File: config.mk
export PLATFORM = sky130hd
export DESIGN_NAME = usart_rx_flat
export DESIGN_NICKNAME = d
export VERILOG_FILES = /design/src/rtl/usart_rx_if.sv /design/src/rtl/usart_rx.sv /design/src/flat_wrapper.sv
export SDC_FILE = /design/constraint.sdc
export NUM_CORES = 1
export LEC_CHECK = 0
export ABC_AREA = 1
export ABC_CLOCK_PERIOD_IN_PS = 1350
export BUFFER_PORTS_ARGS = -buffer_cell sky130_fd_sc_hd__buf_2
export CAP_MARGIN = 5
export CORE_MARGIN = 5
export CORE_UTILIZATION = 49
export DETAILED_ROUTE_END_ITERATION = 10
export PLACE_DENSITY_LB_ADDON = 0.25
export SLEW_MARGIN = 40
export SYNTH_ARGS = -nofsm -noshare
export SYNTH_HDL_FRONTEND = slang
export SYNTH_SLANG_ARGS = --single-unit
File: constraint.sdc
create_clock -name serial_clock -period 1.35 [get_ports serial_clock]
set_input_delay 0.0675 -clock serial_clock [delete_from_list [all_inputs] [get_ports serial_clock]]
set_output_delay 0.0675 -clock serial_clock [all_outputs]
set_load 0.02 [all_outputs]
File: src/rtl/usart_rx_if.sv
// usart_rx_if: receiver-side byte handshake and status; rx_parity_error exists only with USART_RX_PARITY_EN
interface usart_rx_if;
    logic rx_pin;
    logic rx_ack;
    logic [7:0] rx_data;
    logic rx_valid;
    logic rx_frame_error;
    logic rx_overrun;
`ifdef USART_RX_PARITY_EN
    logic rx_parity_error;
`endif
    modport slave (
        input rx_pin, rx_ack,
`ifdef USART_RX_PARITY_EN
        output rx_parity_error,
`endif
        output rx_data, rx_valid, rx_frame_error, rx_overrun
    );
    modport master (
        output rx_pin, rx_ack,
`ifdef USART_RX_PARITY_EN
        input rx_parity_error,
`endif
        input rx_data, rx_valid, rx_frame_error, rx_overrun
    );
endinterface

File: src/rtl/usart_rx.sv
// usart_rx: oversampled 8-bit async receiver with sticky error flags; even parity bit enabled by USART_RX_PARITY_EN
module usart_rx #(
    parameter int OVERSAMPLE = 16
) (
    input logic serial_clock,
    input logic reset,
    usart_rx_if.slave bus
);
    localparam int CW = $clog2(OVERSAMPLE);
`ifdef USART_RX_PARITY_EN
    typedef enum logic [2:0] {IDLE, START, DATA, PARITY, STOP} state_t;
    localparam state_t AFTER_DATA = PARITY;
`else
    typedef enum logic [1:0] {IDLE, START, DATA, STOP} state_t;
    localparam state_t AFTER_DATA = STOP;
`endif
    state_t state, state_n;
    logic [1:0] sync;
    logic line, tick, half, done, stop_bit, par_ok;
    logic [CW-1:0] cnt;
    logic [2:0] bit_cnt;
    logic [7:0] shift;
    assign line = sync[1];
    assign tick = cnt == CW'(OVERSAMPLE - 1);
    assign half = cnt == CW'(OVERSAMPLE / 2 - 1);
`ifdef USART_RX_PARITY_EN
    logic par_bit;
    assign par_ok = ~(^shift ^ par_bit);
`else
    assign par_ok = 1'b1;
`endif
    always_ff @(posedge serial_clock)
        state <= reset ? IDLE : state_n;
    always_comb begin
        state_n = state;
        case (state)
            IDLE:    state_n = line ? IDLE : START;
            START:   state_n = half ? (line ? IDLE : DATA) : START;
            DATA:    state_n = (tick && bit_cnt == 3'd7) ? AFTER_DATA : DATA;
`ifdef USART_RX_PARITY_EN
            PARITY:  state_n = tick ? STOP : PARITY;
`endif
            STOP:    state_n = done ? IDLE : STOP;
            default: state_n = IDLE;
        endcase
    end
    // done marks the tick after the stop sample, when the frame is committed
    always_ff @(posedge serial_clock) begin
        if (reset) begin
            sync <= 2'b11;
            cnt <= '0;
            bit_cnt <= '0;
            shift <= '0;
            done <= 1'b0;
            stop_bit <= 1'b1;
`ifdef USART_RX_PARITY_EN
            par_bit <= 1'b0;
`endif
        end else begin
            sync <= {sync[0], bus.rx_pin};
            cnt <= (state_n != state || tick) ? '0 : cnt + 1'b1;
            bit_cnt <= state == DATA ? bit_cnt + 3'(tick) : '0;
            shift <= (state == DATA && tick) ? {line, shift[7:1]} : shift;
            done <= state == STOP && tick;
            stop_bit <= (state == STOP && tick) ? line : stop_bit;
`ifdef USART_RX_PARITY_EN
            par_bit <= (state == PARITY && tick) ? line : par_bit;
`endif
        end
    end
    always_ff @(posedge serial_clock) begin
        if (reset) begin
            bus.rx_data <= '0;
            bus.rx_valid <= 1'b0;
            bus.rx_frame_error <= 1'b0;
            bus.rx_overrun <= 1'b0;
`ifdef USART_RX_PARITY_EN
            bus.rx_parity_error <= 1'b0;
`endif
        end else begin
            if (bus.rx_ack) begin
                bus.rx_valid <= 1'b0;
                bus.rx_frame_error <= 1'b0;
                bus.rx_overrun <= 1'b0;
`ifdef USART_RX_PARITY_EN
                bus.rx_parity_error <= 1'b0;
`endif
            end
            if (done) begin
                if (!stop_bit) bus.rx_frame_error <= 1'b1;
`ifdef USART_RX_PARITY_EN
                if (!par_ok) bus.rx_parity_error <= 1'b1;
`endif
                if (stop_bit && par_ok) begin
                    if (!bus.rx_valid || bus.rx_ack) begin
                        bus.rx_data <= shift;
                        bus.rx_valid <= 1'b1;
                    end else begin
                        bus.rx_overrun <= 1'b1;
                    end
                end
            end
        end
    end
endmodule

File: src/flat_wrapper.sv
// flat-port wrapper written by rule: the top's interface ports become plain ports
module usart_rx_flat 
#(
    parameter int OVERSAMPLE = 16
)
  (serial_clock, reset, bus_rx_pin, bus_rx_ack, bus_rx_data, bus_rx_valid, bus_rx_frame_error, bus_rx_overrun);
  usart_rx_if bus_i ();
  input logic serial_clock;
  input logic reset;
  input wire logic [$bits(bus_i.rx_pin)-1:0] bus_rx_pin;
  input wire logic [$bits(bus_i.rx_ack)-1:0] bus_rx_ack;
  output wire logic [$bits(bus_i.rx_data)-1:0] bus_rx_data;
  output wire logic [$bits(bus_i.rx_valid)-1:0] bus_rx_valid;
  output wire logic [$bits(bus_i.rx_frame_error)-1:0] bus_rx_frame_error;
  output wire logic [$bits(bus_i.rx_overrun)-1:0] bus_rx_overrun;
  assign bus_i.rx_pin = bus_rx_pin;
  assign bus_i.rx_ack = bus_rx_ack;
  assign bus_rx_data = bus_i.rx_data;
  assign bus_rx_valid = bus_i.rx_valid;
  assign bus_rx_frame_error = bus_i.rx_frame_error;
  assign bus_rx_overrun = bus_i.rx_overrun;
  usart_rx #(.OVERSAMPLE(OVERSAMPLE)) u_core (.serial_clock(serial_clock), .reset(reset), .bus(bus_i));
endmodule
==> tab_implementation.tex, run 1 <==
\begin{tabular}{lr}
\hline
Metric & Value \\
\hline
\multicolumn{2}{l}{\textbf{Synthesis}} \\
Number of nets in the synthesized netlist & 164 \\
Average cell area after synthesis & around 7.8 um2 \\
Synth Register Bits & 32 \\
Unique masters post-synth & 21 \\
Synthesized area & 1220 um2 \\
Syn Inst Count & approximately 160 \\
Yosys warnings & 0 \\
Proportion of synthesized chip area in sequential cells & 52.51\% \\
\multicolumn{2}{l}{\textbf{Global route}} \\
Antenna violations before repair & 0 \\
All-Layer GR Usage & 14.94\% \\
Grt total ovfl & 0 \\
Maximum number of pins on one net before global-route repair & 19 \\
Vias in the first global route & around 950 \\
Global-route wire length before repair & roughly 3900 um \\
\multicolumn{2}{l}{\textbf{CTS}} \\
CTS tree & built \\
Total clock buffers created by CTS & 5 \\
Clock input transition at the sequential cells of the worst setup and hold paths & $\sim$0.090 ns \\
H-tree levels & 2 \\
Clk root buf & clkbuf\_4 \\
\# clock sinks & 32 \\
CTS Buffer Depth & 2 \\
Worst-skew pair later-pin latency & 0.33 ns \\
\multicolumn{2}{l}{\textbf{Floorplan}} \\
Initial Utilization & approximately 50\% \\
Core Footprint & 2432 um2 \\
Total I/O pin count & 15 \\
Die extent in x & $\sim$60 um \\
Die area & around 3600 um2 \\
Chip height & between 50 and 60 um \\
Total number of placement rows & 18 \\
\multicolumn{2}{l}{\textbf{Cells and area}} \\
Growth of design area from synthesis to finish & 21.74\% \\
Inserted Diodes & 0 \\
Fraction of final layout cells sized beyond drive strength 1 & a little under a quarter \\
Nets & 192 \\
Number of fill cells in the layout & 218 \\
Final core utilization & 61.06\% \\
\multicolumn{2}{l}{\textbf{Routing}} \\
Wire length on met2 & 1086 um \\
Overall routed net length & roughly 2300 um \\
Met3 layer wire length in the routed design & roughly 170 um \\
Count of unresolved DRC violations after routing & 0 \\
Pre-antenna DRT Iters & 4 \\
Routed vias/inst & 4.884 \\
Initial drt markers & 22 \\
Wire length on met1 & $\sim$960 um \\
Drt wl/cell & between 10 and 15 um \\
Remaining antenna violation count after routing & 0 \\
Highest metal layer used by the detailed router & met4 \\
Number of vias in the routed layout & 1,050 \\
\multicolumn{2}{l}{\textbf{Worst hold path}} \\
WHS Path Cells & 1 \\
Worst min-delay path class & reg2reg \\
Hold wc startpoint & u\_core.sync[0] \\
Hold Path Sink & u\_core.sync[1] \\
\multicolumn{2}{l}{\textbf{Critical path}} \\
Worst reg2reg setup slack & approximately 0.025 ns \\
Capturing element type of the critical path & register \\
Crit Path Max Fanout & 4 \\
Delay of the slowest critical-path stage & roughly 0.37 ns \\
CP max stage cell & dfxtp\_2 \\
Data required time of the critical path & $\sim$1.6 ns \\
RR Startpoint & u\_core.cnt[1] \\
Start-to-end type of the worst setup path & reg2reg \\
Kind of start point of the critical path & register \\
Critical path cell sequence & ha\_4 > buf\_6 > nand3\_4 > a21oi\_2 > nand3\_1 > nand2\_1 > nand3\_2 > nor2\_1 \\
CP delay by family, top & simple AND/OR/NAND/NOR gates \\
Reg2reg end & u\_core.cnt[0] \\
Worst Path Buf+Inv & 1 \\
Arr. time, crit path & approximately 1.6 ns \\
Worst R2R Path Depth & 8 \\
\multicolumn{2}{l}{\textbf{Power and ir drop}} \\
Leakage power figure & approximately 0.7 nW \\
Total power divided by cell area & between 1000 and 1500 nW/um2 \\
Peak supply drop & between 0.0006 and 0.0007 V \\
\multicolumn{2}{l}{\textbf{Timing}} \\
Fin crit share & between 90\% and 100\% \\
Final Hold Fails & 0 \\
Clock skew & around 0.0032 ns \\
Number of max-slew violations in the final report & 0 \\
Final setup vio count & 0 \\
Post-layout min period & about 1.3 ns \\
Aggregate negative setup slack & 0 ns \\
Slew Limit Headroom & between 80\% and 90\% \\
Highest attainable clock frequency & about 750 MHz \\
Worst slew pin tran & between 0.2 and 0.25 ns \\
Setup repair after global routing missed its margin & true \\
\multicolumn{2}{l}{\textbf{Placement}} \\
Half-perimeter wire length of the detailed placement result & about 1600 um \\
Number of input and output port buffers inserted & 14 \\
GPL Wtd Cong & between 0.7 and 0.8 \\
\multicolumn{2}{l}{\textbf{Run}} \\
Max-cap violations & 0 \\
\multicolumn{2}{l}{\textbf{Outcome}} \\
Result of the run & finished clean \\
\hline
\end{tabular}
[cell usage after synthesis]
master / count / share of area [%]
o31ai_1: 1 / 0.62
a211oi_1: 1 / 0.62
nor2_2: 1 / 0.51
a21oi_1: 4 / 1.6
nand3_2: 2 / 1.6
dfxtp_1: 32 / 53
or2_2: 2 / 1.0
nand3_1: 5 / 2.1
buf_4: 1 / 0.62
nor2_1: 47 / 14
clkbuf_1: 1 / 0.31
xor2_1: 1 / 0.72
xnor2_1: 2 / 1.4
inv_1: 16 / 4.9
o211ai_1: 1 / 0.62
inv_2: 2 / 0.62
ha_1: 3 / 3.1
buf_1: 1 / 0.31
nand2_1: 17 / 5.2
o21ai_0: 16 / 6.6
nand4_1: 1 / 0.51
[kinds of logic after synthesis]
kind of cell    after synthesis  synth area share [%]
simple gates                 75                 25.44
buf+inv                      21                 6.769
fa+ha+maj                     3                 3.077
flops                        32                 52.51
xor+xnor                      3                 2.154
compound gates               23                 10.05
[sequential cells by signal, summed over array words and instances, names as in the netlist]
signal,flops
u_core.bit_cnt,3
u_core.done,1
u_core.cnt,4
u_core.bus.rx_data,8
u_core.shift,8
u_core.bus.rx_frame_error,1
u_core.bus.rx_valid,1
u_core.stop_bit,1
u_core.bus.rx_overrun,1
u_core.state,2
u_core.sync,2
[metal layers]
| metal | GRT usage, % | vias up |
|---|---|---|
| li1 | - | 544 |
| met1 | 15.82 | 471 |
| met2 | 24.07 | 26 |
| met3 | 7.127 | 9 |
| met4 | 8.544 | 0 |
| met5 | 0 | - |
[report_power, final]
| part | switching, mW | internal, mW | total [mW] |
|---|---|---|---|
| Sequential | 0.0146 | 0.959 | 0.973 |
| Combinational | 0.0452 | 0.0485 | 0.0937 |
| Clock | 0.296 | 0.191 | 0.487 |
[through the flow]
stage	hold slack (ns)	setup WS [ns]	instances	power (mW)	area [um2]
finish	0.4174	0.02511	215	1.554	1485
global route	0.4433	-0.06188	215	1.640	1485
CTS	0.4124	0.005534	213	1.558	1441
detailed placement	0.2529	-0.04162	202	1.060	1343
global placement	0.2492	0.03290	202	1.055	1343
floorplan	0.1366	0.01923	157	1.032	1220
[cell type report]
class / instances / area (um2) / area share [%]
timing repair buffer: 24 / 156.4 / 10.53
clock buffer: 6 / 41.29 / 2.780
clock inverter: 1 / 5.005 / 0.3370
multi-input combinational: 104 / 533.0 / 35.89
tap: 30 / 37.54 / 2.527
sequential: 32 / 644.4 / 43.39
inverter: 18 / 67.56 / 4.549
[how the worst max path moves through the flow]
stage	from	to	slack, ns	cells after the start
6_report	u_core.cnt[1]	u_core.cnt[0]	0.03	8
5_1_grt	u_core.cnt[1]	u_core.cnt[0]	-0.06	8
4_1_cts	u_core.cnt[1]	u_core.cnt[2]	0.006	8
3_5_place_dp	u_core.cnt[0]	u_core.cnt[2]	-0.04	8
3_3_place_gp	u_core.cnt[0]	u_core.bit_cnt[2]	0.03	7
2_1_floorplan	u_core.cnt[0]	u_core.bit_cnt[2]	0.02	7
[placed cells by master, fill, tap and decap left out, drive strengths merged]
| master | count |
|---|---|
| nand3 | 7 |
| or2 | 2 |
| o31ai | 1 |
| dfxtp | 32 |
| nand4 | 1 |
| o211ai | 1 |
| a211oi | 1 |
| dlygate4sd3 | 3 |
| o21ai | 16 |
| a21oi | 4 |
| inv | 18 |
| buf | 21 |
| xnor2 | 2 |
| clkinv | 1 |
| ha | 3 |
| xor2 | 1 |
| nor2 | 48 |
| nand2 | 17 |
| clkbuf | 6 |
[worst reg2reg max path, stage by stage, from the launching register on]
cell,delay (ns)
dfxtp_2,0.37
ha_4,0.15
buf_6,0.10
nand3_4,0.08
a21oi_2,0.15
nand3_1,0.11
nand2_1,0.09
nand3_2,0.10
nor2_1,0.12
[repair_timing]
item,CTS,global route
endpoints found under the hold margin,4,0
pin swaps,2,7
hold buffers,3,0
endpoints found under the setup margin,6,6
setup buffers,1,2
gates resized for setup,5,7
Note: power is estimated with default switching activity, not from simulation.
==> run 2: changes to the inputs <==
--- a/config.mk
+++ b/config.mk
@@ -6,11 +6,12 @@
 export NUM_CORES = 1
 export LEC_CHECK = 0
 export ABC_AREA = 1
-export ABC_CLOCK_PERIOD_IN_PS = 1350
+export ABC_CLOCK_PERIOD_IN_PS = 1630
 export BUFFER_PORTS_ARGS = -buffer_cell sky130_fd_sc_hd__buf_2
 export CAP_MARGIN = 5
 export CORE_MARGIN = 5
-export CORE_UTILIZATION = 49
+export CORE_UTILIZATION = 58
+export CTS_CLUSTER_DIAMETER = 150
 export DETAILED_ROUTE_END_ITERATION = 10
 export PLACE_DENSITY_LB_ADDON = 0.25
 export SLEW_MARGIN = 40
==> constraint.sdc (replaced) <==
create_clock -name serial_clock -period 1.63 [get_ports serial_clock]
set_input_delay 0.0815 -clock serial_clock [delete_from_list [all_inputs] [get_ports serial_clock]]
set_output_delay 0.0815 -clock serial_clock [all_outputs]
set_load 0.02 [all_outputs]
==> run 2 against run 1 <==
Effect of this change: sequential share of layout area rose by 2.4 points; worst hold slack improved by 0.0063 ns; final area decreased by 5.7%; count of clock-buffer cells in the layout unchanged; fmax decreased by 5.5%; critical path depth shrank 1; clock skew increased by 0.0049 ns; die area fell by 13%; flip-flop and latch count is the same; power shrank 19%; largest power group unchanged.
==> tab_implementation.tex, run 2 (synthesis results as in run 1) <==
\begin{tabular}{lr}
\hline
Metric & Value \\
\hline
\multicolumn{2}{l}{\textbf{Outcome}} \\
Result of the run & finished clean (unchanged) \\
\multicolumn{2}{l}{\textbf{Critical path}} \\
CP max stage cell & dfxtp\_1 (was dfxtp\_2) \\
Crit path depth & 7 (was 8) \\
Worst setup path startpoint & u\_core.cnt[0] (was u\_core.cnt[1]) \\
Capturing element type of the critical path & register (unchanged) \\
Worst R2R Path Depth & 7 (was 8) \\
Cell repeated most along the worst path & ha\_1 \\
RR Startpoint & u\_core.cnt[0] (was u\_core.cnt[1]) \\
Reg2reg end & u\_core.bit\_cnt[2] (was u\_core.cnt[0]) \\
Start-to-end type of the worst setup path & reg2reg (unchanged) \\
CP delay by family, top & adder cells (was simple AND/OR/NAND/NOR gates) \\
Kind of start point of the critical path & register (unchanged) \\
End point of the critical path & u\_core.bit\_cnt[2] (was u\_core.cnt[0]) \\
Delay of the slowest critical-path stage & 0.33 ns (was 0.37 ns) \\
Data required time of the critical path & 1.86 ns (was 1.61 ns) \\
Worst Path Buf+Inv & 1 (unchanged) \\
Critical path cell sequence & ha\_1 > nand3\_2 > inv\_1 > ha\_1 > ha\_1 > xnor2\_1 > nor2\_1 (was ha\_4 > buf\_6 > nand3\_4 > a21oi\_2 > nand3\_1 > nand2\_1 > nand3\_2 > nor2\_1) \\
Arr. time, crit path & 1.63 ns (was 1.59 ns) \\
Worst reg2reg setup slack & 0.23 ns (was 0.03 ns) \\
Crit Path Max Fanout & 4 (unchanged) \\
\multicolumn{2}{l}{\textbf{Timing}} \\
Number of max-slew violations in the final report & 0 (unchanged) \\
Worst slew pin tran & 0.2386 ns (was 0.2380 ns) \\
Final setup vio count & 0 (unchanged) \\
Aggregate negative setup slack & 0 ns (unchanged) \\
Slew Limit Headroom & 84.06\% (was 84.09\%) \\
Post-layout min period & 1.402 ns (was 1.325 ns) \\
Clock skew & 0.008092 ns (was 0.003186 ns) \\
Fin crit share & 86.01\% (was 98.14\%) \\
Final Hold Fails & 0 (unchanged) \\
Smallest setup slack after layout & 0.2280 ns (was 0.02511 ns) \\
Highest attainable clock frequency & 713.3 MHz (was 754.8 MHz) \\
Setup repair after global routing missed its margin & false (was true) \\
\multicolumn{2}{l}{\textbf{Cells and area}} \\
Growth of design area from synthesis to finish & 14.77\% (was 21.74\%) \\
Commonest non-fill, non-tap cell in the layout & nor2\_1 (unchanged) \\
Fraction of final layout cells sized beyond drive strength 1 & 16.11\% (was 23.24\%) \\
Nets & 187 (was 192) \\
Inserted Diodes & 0 (unchanged) \\
Registers with the highest flip-flop counts & u\_core.bus.rx\_data x8, u\_core.shift x8, u\_core.cnt x4 (unchanged) \\
Most used cells in the layout excluding fill and tap cells & 47 x nor2\_1, 32 x dfxtp\_1, 17 x nand2\_1 (was 46 x nor2\_1, 29 x dfxtp\_1, 17 x nand2\_1) \\
\multicolumn{2}{l}{\textbf{CTS}} \\
Resized Gates After CTS & 0 (was 5) \\
Setup bufs post-CTS & 0 (was 1) \\
Clock input transition at the sequential cells of the worst setup and hold paths & 0.09 ns (about the same) \\
CTS Buffer Depth & 2 (unchanged) \\
H-tree levels & 2 (unchanged) \\
Worst-skew pair later-pin latency & 0.32 ns (was 0.33 ns) \\
CTS tree & built (unchanged) \\
Total clock buffers created by CTS & 5 (unchanged) \\
Hold\_buf cts & 3 (unchanged) \\
Clk root buf & clkbuf\_4 (unchanged) \\
\# clock sinks & 32 (unchanged) \\
\multicolumn{2}{l}{\textbf{Placement}} \\
Number of input and output port buffers inserted & 14 (unchanged) \\
Worst setup slack after placement & 0.2283 ns (was -0.04162 ns) \\
GPL Wtd Cong & 0.8983 (was 0.7574) \\
Half-perimeter wire length of the detailed placement result & 1595 um (was 1600 um) \\
\multicolumn{2}{l}{\textbf{Power and ir drop}} \\
Part of the power in the clock network & 31.7\% (was 31.4\%) \\
Peak supply drop & 0.0006991 V (was 0.0006898 V) \\
Sw Share & 22.31\% (was 22.90\%) \\
Total power divided by cell area & 897.2 nW/um2 (was 1047 nW/um2) \\
Power dissipated by switching net loads & 280.2 uW (was 355.9 uW) \\
Share of power burned in combinational logic & 4.6\% (was 6.0\%) \\
Leakage power figure & 0.6657 nW (was 0.6867 nW) \\
Sequential cell fraction of total power & 63.8\% (was 62.6\%) \\
Internal power summed over all cells & 975.9 uW (was 1.199 mW) \\
\multicolumn{2}{l}{\textbf{Floorplan}} \\
Total I/O pin count & 15 (unchanged) \\
Total number of placement rows & 16 (was 18) \\
Die area & 3120 um2 (was 3587 um2) \\
Core Footprint & 1982 um2 (was 2432 um2) \\
Initial Utilization & 61.55\% (was 50.15\%) \\
Die extent in x & 55.86 um (was 59.90 um) \\
Chip height & 55.86 um (was 59.90 um) \\
\multicolumn{2}{l}{\textbf{Global route}} \\
Vias in the first global route & 951 (unchanged) \\
Maximum number of pins on one net before global-route repair & 17 (was 19) \\
All-Layer GR Usage & 16.08\% (was 14.94\%) \\
Antenna violations before repair & 0 (unchanged) \\
Grt total ovfl & 0 (unchanged) \\
Global-route wire length before repair & 3912 um (was 3939 um) \\
\multicolumn{2}{l}{\textbf{Routing}} \\
Met3 layer wire length in the routed design & 137 um (was 169 um) \\
Count of unresolved DRC violations after routing & 0 (unchanged) \\
Overall routed net length & 2226 um (was 2268 um) \\
Number of vias in the routed layout & 1,028 (was 1,050) \\
Routed vias/inst & 4.966 (was 4.884) \\
Pre-antenna DRT Iters & 4 (unchanged) \\
Drt wl/cell & 10.75 um (was 10.55 um) \\
Highest metal layer used by the detailed router & met4 (unchanged) \\
Remaining antenna violation count after routing & 0 (unchanged) \\
Wire length on met2 & 1163 um (was 1086 um) \\
Initial drt markers & 27 (was 22) \\
Wire length on met1 & 903 um (was 960 um) \\
\multicolumn{2}{l}{\textbf{Worst hold path}} \\
Worst min-delay path class & reg2reg (unchanged) \\
\multicolumn{2}{l}{\textbf{Run}} \\
Max-cap violations & 0 (unchanged) \\
\hline
\end{tabular}
## run 2: changes by cell type in the layout (fill, tap and decap cells not counted), moves of 2 or more
cell     delta
dfxtp_1     +3
ha_1        +3
buf_4       -4
dfxtp_2     -3
ha_2        -2
## run 2: final cells by class
class	count	area, um2
Timing Repair Buffer	19	115.1
Sequential cell	32	640.6
Inverter	18	67.56
Tap cell	27	33.78
Clock buffer	6	41.29
Clock inverter	1	5.005
Fill cell	174	581.8
Multi-Input combinational cell	104	496.7
## run 2: power groups by stage
stage	clock (mW)	combinational [mW]	sequential (mW)
6_report	0.398	0.0576	0.801
5_1_grt	0.454	0.0667	0.803
4_1_cts	0.416	0.0568	0.801
3_5_place_dp	0	0.0511	0.819
3_3_place_gp	0	0.0494	0.818
2_1_floorplan	0	0.0375	0.817
## run 2: worst min path at each step
stage                   startpoint  cells after the start  slack (ns)                     to
finish              u_core.sync[0]                      1        0.42         u_core.sync[1]
global route        u_core.sync[0]                      1        0.44         u_core.sync[1]
CTS                 u_core.sync[0]                      1        0.43         u_core.sync[1]
detailed placement      bus_rx_pin                      2        0.27         u_core.sync[0]
global placement        bus_rx_ack                      2        0.26  u_core.bus.rx_overrun
floorplan                    reset                      1        0.15    u_core.bus.rx_valid
## run 2: per-stage QoR
stage | hold slack, ns | instance area, um2 | cells | power [mW] | utilization (%)
2_1_floorplan | 0.1506 | 1220 | 157 | 0.8548 | -
6_report | 0.4236 | 1400 | 207 | 1.256 | 70.64
3_5_place_dp | 0.2724 | 1324 | 197 | 0.8700 | 66.79
5_1_grt | 0.4397 | 1400 | 207 | 1.324 | 70.64
3_3_place_gp | 0.2600 | 1324 | 197 | 0.8675 | 66.79
4_1_cts | 0.4282 | 1400 | 207 | 1.273 | 70.64
## run 2: routing by layer
layer  vias up  track usage, %
met5         -               0
met4         0           10.51
met3         4           6.265
met2        32           28.38
met1       452           15.37
li1        540               -
## run 2: worst register-to-register path, cell delays in order, from the launching register on
cell	delay, ns
dfxtp_1	0.33
ha_1	0.24
nand3_2	0.12
inv_1	0.05
ha_1	0.18
ha_1	0.20
xnor2_1	0.14
nor2_1	0.05
